===== config.mk =====
export PLATFORM = sky130hd
export DESIGN_NAME = alu_regfile_wb_flat
export DESIGN_NICKNAME = d
export VERILOG_FILES = /design/src/rtl/alu_regfile_wb_if.sv /design/src/rtl/alu_regfile_wb.sv /design/src/flat_wrapper.sv
export SDC_FILE = /design/constraint.sdc
export NUM_CORES = 1
export LEC_CHECK = 0
export CORE_UTILIZATION = 46
export DETAILED_ROUTE_END_ITERATION = 8
export HOLD_SLACK_MARGIN = 0.05
export MAX_ROUTING_LAYER = met4
export PLACE_DENSITY = 0.68
export RECOVER_POWER = 100
export REMOVE_ABC_BUFFERS = 1
export SETUP_SLACK_MARGIN = 0.02
export SYNTH_ARGS = -nofsm -noshare
export SYNTH_HDL_FRONTEND = slang
export SYNTH_SLANG_ARGS = --single-unit

===== constraint.sdc =====
create_clock -name clk -period 2.26 [get_ports clk]
set_clock_uncertainty 0.2 [all_clocks]
set_input_delay 0.452 -clock clk [delete_from_list [all_inputs] [get_ports clk]]
set_output_delay 0.452 -clock clk [all_outputs]
set_load 0.02 [all_outputs]

===== src/rtl/alu_regfile_wb_if.sv =====
// Bus between the ALU-side control logic and the register file / writeback stage.
// The master drives read addresses and the executing instruction's result; the slave returns operands.
interface alu_regfile_wb_if #(
    parameter int unsigned DATA_W = 8,
    parameter int unsigned ADDR_W = 4
);
    logic [ADDR_W-1:0] rd_addr_a;
    logic [ADDR_W-1:0] rd_addr_b;
    logic [DATA_W-1:0] rd_data_a;
    logic [DATA_W-1:0] rd_data_b;
    logic              carry_flag;
    logic              zero_flag;
    logic              ex_valid;
    logic [ADDR_W-1:0] ex_dest;
    logic              ex_wr_en;
    logic              ex_flag_we;
    logic [DATA_W-1:0] alu_out;
    logic              alu_cout;
    logic              alu_zero;
    logic              stall;
    logic              flush;
    logic              wb_busy;

    modport master (
        output rd_addr_a, rd_addr_b, ex_valid, ex_dest, ex_wr_en, ex_flag_we,
        output alu_out, alu_cout, alu_zero, stall, flush,
        input  rd_data_a, rd_data_b, carry_flag, zero_flag, wb_busy
    );

    modport slave (
        input  rd_addr_a, rd_addr_b, ex_valid, ex_dest, ex_wr_en, ex_flag_we,
        input  alu_out, alu_cout, alu_zero, stall, flush,
        output rd_data_a, rd_data_b, carry_flag, zero_flag, wb_busy
    );
endinterface


===== src/rtl/alu_regfile_wb.sv =====
// Register file with a one-entry writeback register and registered forwarding.
// Flags bypass the writeback register so a following ADDC sees the new carry.
module alu_regfile_wb #(
    parameter int unsigned DATA_W   = 8,
    parameter int unsigned NUM_REGS = 16,
    parameter int unsigned ADDR_W   = 4
) (
    input logic             clk,
    input logic             rst_n,
    alu_regfile_wb_if.slave bus
);

    logic [DATA_W-1:0] regs_q [NUM_REGS];
    logic [DATA_W-1:0] regs_d [NUM_REGS];
    logic              wb_valid_q, wb_valid_d;
    logic [ADDR_W-1:0] wb_dest_q, wb_dest_d;
    logic [DATA_W-1:0] wb_data_q, wb_data_d;
    logic              carry_q, carry_d;
    logic              zero_q, zero_d;
    logic              capture;
    logic              flag_upd;

    assign capture  = bus.ex_valid & bus.ex_wr_en & ~bus.stall & ~bus.flush;
    assign flag_upd = bus.ex_valid & bus.ex_flag_we & ~bus.stall & ~bus.flush;

    always_comb begin
        regs_d = regs_q;
        // Out-of-range destinations match no entry, so their commit is dropped.
        for (int unsigned i = 0; i < NUM_REGS; i++) begin
            if (wb_valid_q && (wb_dest_q == ADDR_W'(i))) begin
                regs_d[i] = wb_data_q;
            end
        end

        wb_valid_d = capture;
        wb_dest_d  = wb_dest_q;
        wb_data_d  = wb_data_q;
        if (capture) begin
            wb_dest_d = bus.ex_dest;
            wb_data_d = bus.alu_out;
        end

        carry_d = carry_q;
        zero_d  = zero_q;
        if (flag_upd) begin
            carry_d = bus.alu_cout;
            zero_d  = bus.alu_zero;
        end
    end

    always_ff @(posedge clk or negedge rst_n) begin
        if (!rst_n) begin
            for (int unsigned i = 0; i < NUM_REGS; i++) begin
                regs_q[i] <= '0;
            end
            wb_valid_q <= 1'b0;
            wb_dest_q  <= '0;
            wb_data_q  <= '0;
            carry_q    <= 1'b0;
            zero_q     <= 1'b0;
        end else begin
            regs_q     <= regs_d;
            wb_valid_q <= wb_valid_d;
            wb_dest_q  <= wb_dest_d;
            wb_data_q  <= wb_data_d;
            carry_q    <= carry_d;
            zero_q     <= zero_d;
        end
    end

    // Reads see only registered state, never alu_out, so no loop through the ALU.
    always_comb begin
        bus.rd_data_a = '0;
        bus.rd_data_b = '0;
        for (int unsigned i = 0; i < NUM_REGS; i++) begin
            if (bus.rd_addr_a == ADDR_W'(i)) begin
                bus.rd_data_a = regs_q[i];
            end
            if (bus.rd_addr_b == ADDR_W'(i)) begin
                bus.rd_data_b = regs_q[i];
            end
        end
        if (wb_valid_q && (bus.rd_addr_a == wb_dest_q)) begin
            bus.rd_data_a = wb_data_q;
        end
        if (wb_valid_q && (bus.rd_addr_b == wb_dest_q)) begin
            bus.rd_data_b = wb_data_q;
        end
    end

    assign bus.carry_flag = carry_q;
    assign bus.zero_flag  = zero_q;
    assign bus.wb_busy    = wb_valid_q;

endmodule


===== src/flat_wrapper.sv =====
// flat-port wrapper written by rule: the top's interface ports become plain ports
module alu_regfile_wb_flat 
#(
    parameter int unsigned DATA_W   = 8,
    parameter int unsigned NUM_REGS = 16,
    parameter int unsigned ADDR_W   = 4
)
  (clk, rst_n, bus_rd_addr_a, bus_rd_addr_b, bus_ex_valid, bus_ex_dest, bus_ex_wr_en, bus_ex_flag_we, bus_alu_out, bus_alu_cout, bus_alu_zero, bus_stall, bus_flush, bus_rd_data_a, bus_rd_data_b, bus_carry_flag, bus_zero_flag, bus_wb_busy);
  alu_regfile_wb_if #(.DATA_W(DATA_W), .ADDR_W(ADDR_W)) bus_i ();
  input logic clk;
  input logic rst_n;
  input wire logic [$bits(bus_i.rd_addr_a)-1:0] bus_rd_addr_a;
  input wire logic [$bits(bus_i.rd_addr_b)-1:0] bus_rd_addr_b;
  input wire logic [$bits(bus_i.ex_valid)-1:0] bus_ex_valid;
  input wire logic [$bits(bus_i.ex_dest)-1:0] bus_ex_dest;
  input wire logic [$bits(bus_i.ex_wr_en)-1:0] bus_ex_wr_en;
  input wire logic [$bits(bus_i.ex_flag_we)-1:0] bus_ex_flag_we;
  input wire logic [$bits(bus_i.alu_out)-1:0] bus_alu_out;
  input wire logic [$bits(bus_i.alu_cout)-1:0] bus_alu_cout;
  input wire logic [$bits(bus_i.alu_zero)-1:0] bus_alu_zero;
  input wire logic [$bits(bus_i.stall)-1:0] bus_stall;
  input wire logic [$bits(bus_i.flush)-1:0] bus_flush;
  output wire logic [$bits(bus_i.rd_data_a)-1:0] bus_rd_data_a;
  output wire logic [$bits(bus_i.rd_data_b)-1:0] bus_rd_data_b;
  output wire logic [$bits(bus_i.carry_flag)-1:0] bus_carry_flag;
  output wire logic [$bits(bus_i.zero_flag)-1:0] bus_zero_flag;
  output wire logic [$bits(bus_i.wb_busy)-1:0] bus_wb_busy;
  assign bus_i.rd_addr_a = bus_rd_addr_a;
  assign bus_i.rd_addr_b = bus_rd_addr_b;
  assign bus_i.ex_valid = bus_ex_valid;
  assign bus_i.ex_dest = bus_ex_dest;
  assign bus_i.ex_wr_en = bus_ex_wr_en;
  assign bus_i.ex_flag_we = bus_ex_flag_we;
  assign bus_i.alu_out = bus_alu_out;
  assign bus_i.alu_cout = bus_alu_cout;
  assign bus_i.alu_zero = bus_alu_zero;
  assign bus_i.stall = bus_stall;
  assign bus_i.flush = bus_flush;
  assign bus_rd_data_a = bus_i.rd_data_a;
  assign bus_rd_data_b = bus_i.rd_data_b;
  assign bus_carry_flag = bus_i.carry_flag;
  assign bus_zero_flag = bus_i.zero_flag;
  assign bus_wb_busy = bus_i.wb_busy;
  alu_regfile_wb #(.DATA_W(DATA_W), .NUM_REGS(NUM_REGS), .ADDR_W(ADDR_W)) u_core (.clk(clk), .rst_n(rst_n), .bus(bus_i));
endmodule

# Word level (Yosys, flattened, before mapping)
# Index checks and enable logic that the tools add are counted.
# op_classes
eq_ne	47
n_mux	34
bitwise	8
n_reduce_logical	21
# op_table
op	count
$mux W8	34
$eq A4 B4 Y1 const B	24
$eq A4 B3 Y1 const B	12
$eq A4 B2 Y1 const B	6
$logic_and A1 B1 Y1	18
$eq A4 B1 Y1 const B	3
$logic_not A4 Y1	3
$eq A4 B4 Y1	2
$and A1 B1 Y1	6
$not A1 Y1	2
# word_totals
register_bits	143
input_bits	29

# Longest topological paths before layout
# Gate-level depths: netlist of the first run.
# depth
ltp_word	18
depth_mapped	8
mapped_depth_nobuf	5

# Least setup slack after synthesis of the first run
# No wires, ideal clock.
# synth_timing
kind	input to output
startpoint	in bus_rd_addr_b[1]
endpoint	out bus_rd_data_b[2]
arrival_ps	1985
t_required_ps	1608
slack_ps	-377
stages	7
cell_sequence	buf_2 > xnor2_1 > and4_1 > and2_1 > clkbuf_1 > nor3_1 > a211oi_1
# synth_via
elab_chain_len	18
word_cells_on_any_way	35
# synth_lines
element	line_no	text
start: declaration	flat_wrapper.sv:13	input wire logic [$bits(bus_i.rd_addr_b)-1:0] bus_rd_addr_b;
$logic_not A4 Y1	alu_regfile_wb.sv:79	if (bus.rd_addr_b == ADDR_W'(i)) begin
$mux W8 (16 in series)	alu_regfile_wb.sv:79	
$mux W8 (*)	alu_regfile_wb.sv:86	if (wb_valid_q && (bus.rd_addr_b == wb_dest_q)) begin
end: declaration	flat_wrapper.sv:24	output wire logic [$bits(bus_i.rd_data_b)-1:0] bus_rd_data_b;
# Mark *: on every way between the ends. The rest lies on a longest branch, timed or not.

# Worst setup path in the final report of the first run
# layout_timing
startpoint	in bus_rd_addr_b[3]
endpoint	out bus_rd_data_b[2]
# Same word-level chain as after synthesis.

==> metrics.txt, run 1 <==
outcome finished with violations; violated checks negative setup slack; layout net count 1066; Clock Latency Late Sink 440 ps; Initial Util 0.4751; Clock transition at path regs 60 ps; cell count of the worst hold path 1; worst path cell trace clkdlybuf4s15_2 > buf_6 > and3_1 > nand2_1 > nor3_1 > a211oi_2 > buf_4; Synth cell types 68; fin crit share 1.276; Worst Hold Class reg2reg; Worst Path Arrival 2230 ps; slowest stage cell, crit path and3_1; reg2reg end u_core.regs_q[71]; count leader, synth mux2_2; min Tclk post-route 2883 ps; RD Place Congestion 0.9888; WL final 32390 um; area fraction of the dominant cell type after synthesis 0.4150; Max Cap Viol 0; die width 138.9 um; CTS sink cnt 143; Area growth, synth to finish 40.72%; First DRT Iteration DRCs 765; warnings from Yosys 0; Die H 138.9 um; max incr delay on CP 380 ps; post-synthesis cell area 8622 um2; worst-margin pin slew 710.9 ps; max-slew violation count 0; initial antenna violation count 0; Core Region 18150 um2; Hold EP u_core.bus.zero_flag; number of buffers and inverters on the critical path 3; vias in the first global route 8208; Pre-antenna DRT Iters 8; IO buf count 47; post-place setup slack -1349 ps; cell at the root of the clock tree clkbuf_16; Worst VDD drop 0.7444 mV; CTS tree built; setup total negative slack -12210 ps; Post-Synthesis Cells 784; grt ovf 0; syn_area_per_cell 11.00 um2; Ant. Diodes 0; pin count of the biggest net entering global routing 52; cell family with most CP delay simple AND/OR/NAND/NOR gates; Overall Global Routing Usage 0.3561; Num CTS Buffers 17; crit start category primary input; final setup violation count 80; antenna viol nets, final 0; Synth area leaders dfrtp_1, mux2_2, mux4_2; Yosys reg bits 143; Critical Path Fanout Max 16; top_reg_cell synth dfrtp_1; pwr/cell area 737.5 nW/um2; via count 8014; first-pass GRT wire length 49360 um; HP Start u_core.bus.zero_flag; vias per cell 6.271; share of cells above drive strength 1 0.5262; Final HPWL DP 23670 um; Fin. Hold Viols 0; Setup CP Type in2out; RR Startpoint u_core.wb_dest_q[2]; Critical Path RT 1610 ps; final core occ 0.6686; unrepaired setup endpoints after global routing true; IO Count 48; die area 19290 um2; Max-slew headroom 0.5261; number of synthesized flops with an enable pin 0; sequential area share after synthesis 0.4150; crit end category primary output; hold slack 311.9 ps; row cnt 49; Synth async-reset ratio 1.000; placed instance area 10930 um2; clock buffer depth 2; Reg2Reg Setup Slack -270 ps; Fmax 346.9 MHz; H-tree levels 4; Post-synth top cells mux2_2, dfrtp_1, o21ai_0; design area 12130 um2; Synth area leader dfrtp_1; r2r worst-path depth 7; Static Leak 0.005692 uW; DR WL/cell 25.34 um; Worst Setup Slack, final -622.7 ps; # DRC 0
[metal layers]
metal  global-route usage  vias to the layer above  routed length [um]
li1                     -                     3448                   -
met1               0.4608                     4034               13890
met2               0.5470                      428               14750
met3              0.07182                      104                2360
met4               0.1462                        0                1374
met5                    -                        -                   0
[through the flow]
stage          cells  power (uW)
6_report        1278        8948
5_1_grt         1278        9247
4_1_cts         1272        8811
3_5_place_dp    1226        5705
3_3_place_gp    1226        5608
2_1_floorplan    712        4320
[worst max-delay path by stage]
stage / start / end / slack (ps) / cells past startpoint
after floorplan: bus_ex_valid / u_core.wb_data_q[0] / -270 / 2
after global placement: bus_rd_addr_b[1] / bus_rd_data_b[7] / -1320 / 9
after CTS: u_core.wb_dest_q[2] / bus_rd_data_b[7] / -570 / 8
after global routing: u_core.wb_dest_q[3] / bus_rd_data_a[1] / -650 / 8
after detailed placement: bus_rd_addr_a[3] / bus_rd_data_a[2] / -1350 / 7
final: bus_rd_addr_b[3] / bus_rd_data_b[2] / -620 / 7
[report_power, final]
group          total [uW]  internal, uW  switching (uW)
clock                2990          1760            1230
combinational        2580          1380            1200
sequential           3380          2960             413
[cells by family after synthesis]
group	Yosys count	synth area share
multiplexers	196	0.2827
buffers and inverters	84	0.04629
XOR/XNOR	8	0.008127
AO/OA/AOI/OAI	177	0.1403
AND/OR/NAND/NOR	176	0.1075
flip-flops	143	0.4150
[area by class of cell]
cell class	count	area, um2
inverters	12	52.55
flip-flops and latches	143	3580
repair buffers	305	2579
multi-input cells	558	5031
clock inverters	13	175.2
well taps	229	286.5
clock buffers	18	429.2
fillers	1407	6015
[registers in the layout (all words and copies together), names as in the netlist]
signal / cells
u_core.wb_data_q: 8
u_core.bus.wb_busy: 1
u_core.regs_q: 128
u_core.bus.carry_flag: 1
u_core.bus.zero_flag: 1
u_core.wb_dest_q: 4
[what timing repair did]
item / 4_1_cts / 5_1_grt
endpoints found under the hold margin: 118 / 0
buffers inserted: 13 / 6
setup endpoints to repair: 16 / 41
gates resized for setup: 178 / 65
pin swaps: 27 / 25
hold buffers: 1 / 0
gates cloned: 2 / 1
[layout by cell type (no fill, tap or decap), types with 8 or more instances in the layout]
cell type / n
a211oi_1: 9
a21oi_1: 15
a22oi_1: 10
buf_12: 9
buf_4: 215
buf_6: 27
clkbuf_1: 10
clkbuf_16: 18
clkbuf_2: 10
clkdlybuf4s50_1: 18
dfrtp_1: 142
inv_1: 8
mux2_2: 147
mux2i_1: 25
mux4_2: 18
nand2_1: 31
nand2b_1: 12
nand3_1: 18
nor2_1: 38
nor2b_1: 11
o211ai_1: 15
o21ai_0: 33
o22ai_1: 10
No activity file was read; power rests on OpenSTA's default activity.
==> run 2, diff against run 1 <==
--- a/config.mk
+++ b/config.mk
@@ -6,6 +6,7 @@
 export NUM_CORES = 1
 export LEC_CHECK = 0
 export CORE_UTILIZATION = 46
+export CTS_CLUSTER_DIAMETER = 150
 export DETAILED_ROUTE_END_ITERATION = 8
 export HOLD_SLACK_MARGIN = 0.05
 export MAX_ROUTING_LAYER = met4
==> results of run 2 <==
The final DEF is identical to that of run 1; final timing and power are the same.
==> run 3, diff against run 2 <==
--- a/config.mk
+++ b/config.mk
@@ -5,12 +5,14 @@
 export SDC_FILE = /design/constraint.sdc
 export NUM_CORES = 1
 export LEC_CHECK = 0
+export ABC_AREA = 1
 export CORE_UTILIZATION = 46
 export CTS_CLUSTER_DIAMETER = 150
+export CTS_CLUSTER_SIZE = 12
 export DETAILED_ROUTE_END_ITERATION = 8
 export HOLD_SLACK_MARGIN = 0.05
 export MAX_ROUTING_LAYER = met4
-export PLACE_DENSITY = 0.68
+export PLACE_DENSITY = 0.69
 export RECOVER_POWER = 100
 export REMOVE_ABC_BUFFERS = 1
 export SETUP_SLACK_MARGIN = 0.02
==> run 3 against run 2 <==
Compared with the run above:
- sequential share of layout area rose by 5.7 points
- global-route usage down 2.9 points
- worst hold slack worse by 25 ps
- synthesized cell count up 36%
- total power is 8.6% lower
- critical path depth rose by 4
- design area decreased by 16%
- setup slack gained 35 ps
- via count is 1.2% lower
- cell count rose by 15%
- the flow still finishes with violations (negative setup slack)
==> metrics.txt, run 3 <==
outcome finished with violations; violated checks negative setup slack; unrepaired setup endpoints after global routing true; clock buffer depth 2; worst path cell trace nand2_1 > nand3_2 > nor2_2 > nand4_1 > nor2_1 > nand4_1 > nor2_2 > nand4_1 > nand2_1 > nand2_1 > buf_6; Setup CP Type reg2out; H-tree levels 4; Pre-antenna DRT Iters 7; crit end category primary output; Fmax 351.2 MHz; crit path from u_core.regs_q[114]; Clock transition at path regs 60 ps; post-synthesis simple-gate area fraction 0.3332; Synth area leader dfrtp_1; commonest cells after routing, fill and taps aside nand2_1, dfrtp_1, o21ai_0; Post-Synth XOR/XNOR Area 0; Post-synth top cells nand2_1, dfrtp_1, o21ai_0; cell at the root of the clock tree clkbuf_16; min Tclk post-route 2848 ps; CTS tree built; vias in the first global route 7299; crit start category register; vias per cell 5.392; Synth area leaders dfrtp_1, nand2_1, o21ai_0; number of synthesized flops with an enable pin 0; Critical Path RT 1610 ps; WL final 25220 um; final setup violation count 16; pwr/cell area 803.4 nW/um2; die width 130.0 um; Core Region 15940 um2; main combinational cell family by area after synthesis simple AND/OR/NAND/NOR gates; Synth async-reset ratio 1.000; Initial Util 0.4725; Top reg by flops u_core.regs_q; Overall Global Routing Usage 0.3273; worst-margin pin slew 847.7 ps; sequential area share after synthesis 0.4750; Static Leak 0.004726 uW; Fin. Hold Viols 0; max FFs per register 128; max-slew violation count 0; pin count of the biggest net entering global routing 40; die area 16890 um2; CTS sink cnt 143; Largest regs u_core.regs_q: 128 flops, u_core.wb_data_q: 8 flops, u_core.wb_dest_q: 4 flops; slowest stage cell, crit path dfrtp_1; RR Startpoint u_core.wb_dest_q[1]; post-synthesis compound-gate area fraction 0.1279; hold slack 286.6 ps; first-pass GRT wire length 39520 um; Worst Path Arrival 2200 ps; share of cells above drive strength 1 0.2332; commonest non-fill, non-tap cell in the layout nand2_1; Final HPWL DP 18010 um; Clock Latency Late Sink 440 ps; syn_area_per_cell 7.047 um2; Max-slew headroom 0.4348; RD Place Congestion 1.011; HP Start u_core.regs_q[103]; area fraction of the dominant cell type after synthesis 0.4750; post-synthesis mux area share 0.002990; Worst Hold Class reg2reg; # DRC 0; Yosys reg bits 143; Area growth, synth to finish 35.11%; via count 7916; Max Cap Viol 0; antenna viol nets, final 0; count leader, synth nand2_1; grt ovf 0; top_reg_cell synth dfrtp_1; Post-Synthesis Cells 1069; warnings from Yosys 0; Ant. Diodes 0; initial antenna violation count 0; Synth cell types 22; post-synthesis adder-cell area fraction 0; max incr delay on CP 450 ps; Worst Setup Slack, final -587.7 ps; IO buf count 47; row cnt 46; Critical Path Fanout Max 3; setup total negative slack -8065 ps; fin crit share 1.260; Worst VDD drop 0.5467 mV; IO Count 48; Die H 130.0 um; First DRT Iteration DRCs 1016; DR WL/cell 17.18 um; Num CTS Buffers 17; post-synthesis cell area 7533 um2; layout net count 1269
==> run 3: changes by cell type after synthesis, sizes merged, moves of 41 or more <==
cell   delta
nor2     +89
inv      +84
o21ai   +101
nand4    +41
mux2    -147
nand2   +343
==> run 3: cells by family after synthesis <==
group                  Yosys count
AOI/OAI and AO/OA              190
DFF                            143
and+or+nand+nor                613
muxes                            2
buffers and inverters          121
==> run 3: report_power, final <==
group          internal [uW]  switching, uW  total, uW
Clock                   1680           1130       2800
Combinational            732           1100       1830
Sequential              3070            474       3540
Total                   5470           2700       8180
==> run 3: path summary, 6_finish.rpt <==
path | endpoint | slack [ps] | depth (start not counted)
setup / recovery | bus_rd_data_b[2] | -590 | 11
hold / removal | u_core.regs_q[103] | 290 | 2
setup reg to reg | u_core.regs_q[43] | 270 | 8
hold reg to reg | u_core.regs_q[103] | 290 | 2
max in group asynchronous | u_core.regs_q[52] | 250 | 3
min in group asynchronous | u_core.regs_q[117] | 460 | 2
==> run 3: worst max-delay path: cells and delay by family (launching register included) <==
family | cells | cell delay, ps
and+or+nand+nor | 10 | 1190
DFF | 1 | 450
buffers and inverters | 1 | 130
==> run 3: repair_timing <==
| action | 4_1_cts | 5_1_grt |
|---|---|---|
| endpoints found under the hold margin | 61 | 0 |
| gates resized for setup | 238 | 51 |
| pin swaps | 112 | 102 |
| setup buffers | 6 | 9 |
| endpoints found under the setup margin | 16 | 16 |
| hold buffers | 1 | 0 |
==> run 3: layout make-up <==
class	count	area (um2)
Tap cell	216	270.3
Timing Repair Buffer	179	1486
Clock inverter	9	110.1
Multi-Input combinational cell	805	3910
Sequential cell	143	3580
Fill cell	1413	5764
Clock buffer	22	464.2
Inverter	94	357.8
==> run 3: layer usage <==
layer / GRT usage / wire, um
met1: 0.4399 / 10940
met2: 0.4829 / 11210
met3: 0.06724 / 2212
met4: 0.1320 / 869
met5: - / 0
==> run 3: per-stage QoR <==
| step | setup slack [ps] | cell area (um2) | total power, uW | util | cells |
|---|---|---|---|---|---|
| 2_1_floorplan | -141.7 | 7427 | 4267 | - | 1042 |
| 3_3_place_gp | -1538 | 9092 | 5181 | 0.5703 | 1423 |
| 3_5_place_dp | -1524 | 9092 | 5205 | 0.5703 | 1423 |
| 4_1_cts | -628.2 | 10050 | 8112 | 0.6302 | 1459 |
| 5_1_grt | -666.9 | 10180 | 8549 | 0.6384 | 1468 |
| 6_report | -587.7 | 10180 | 8178 | 0.6384 | 1468 |
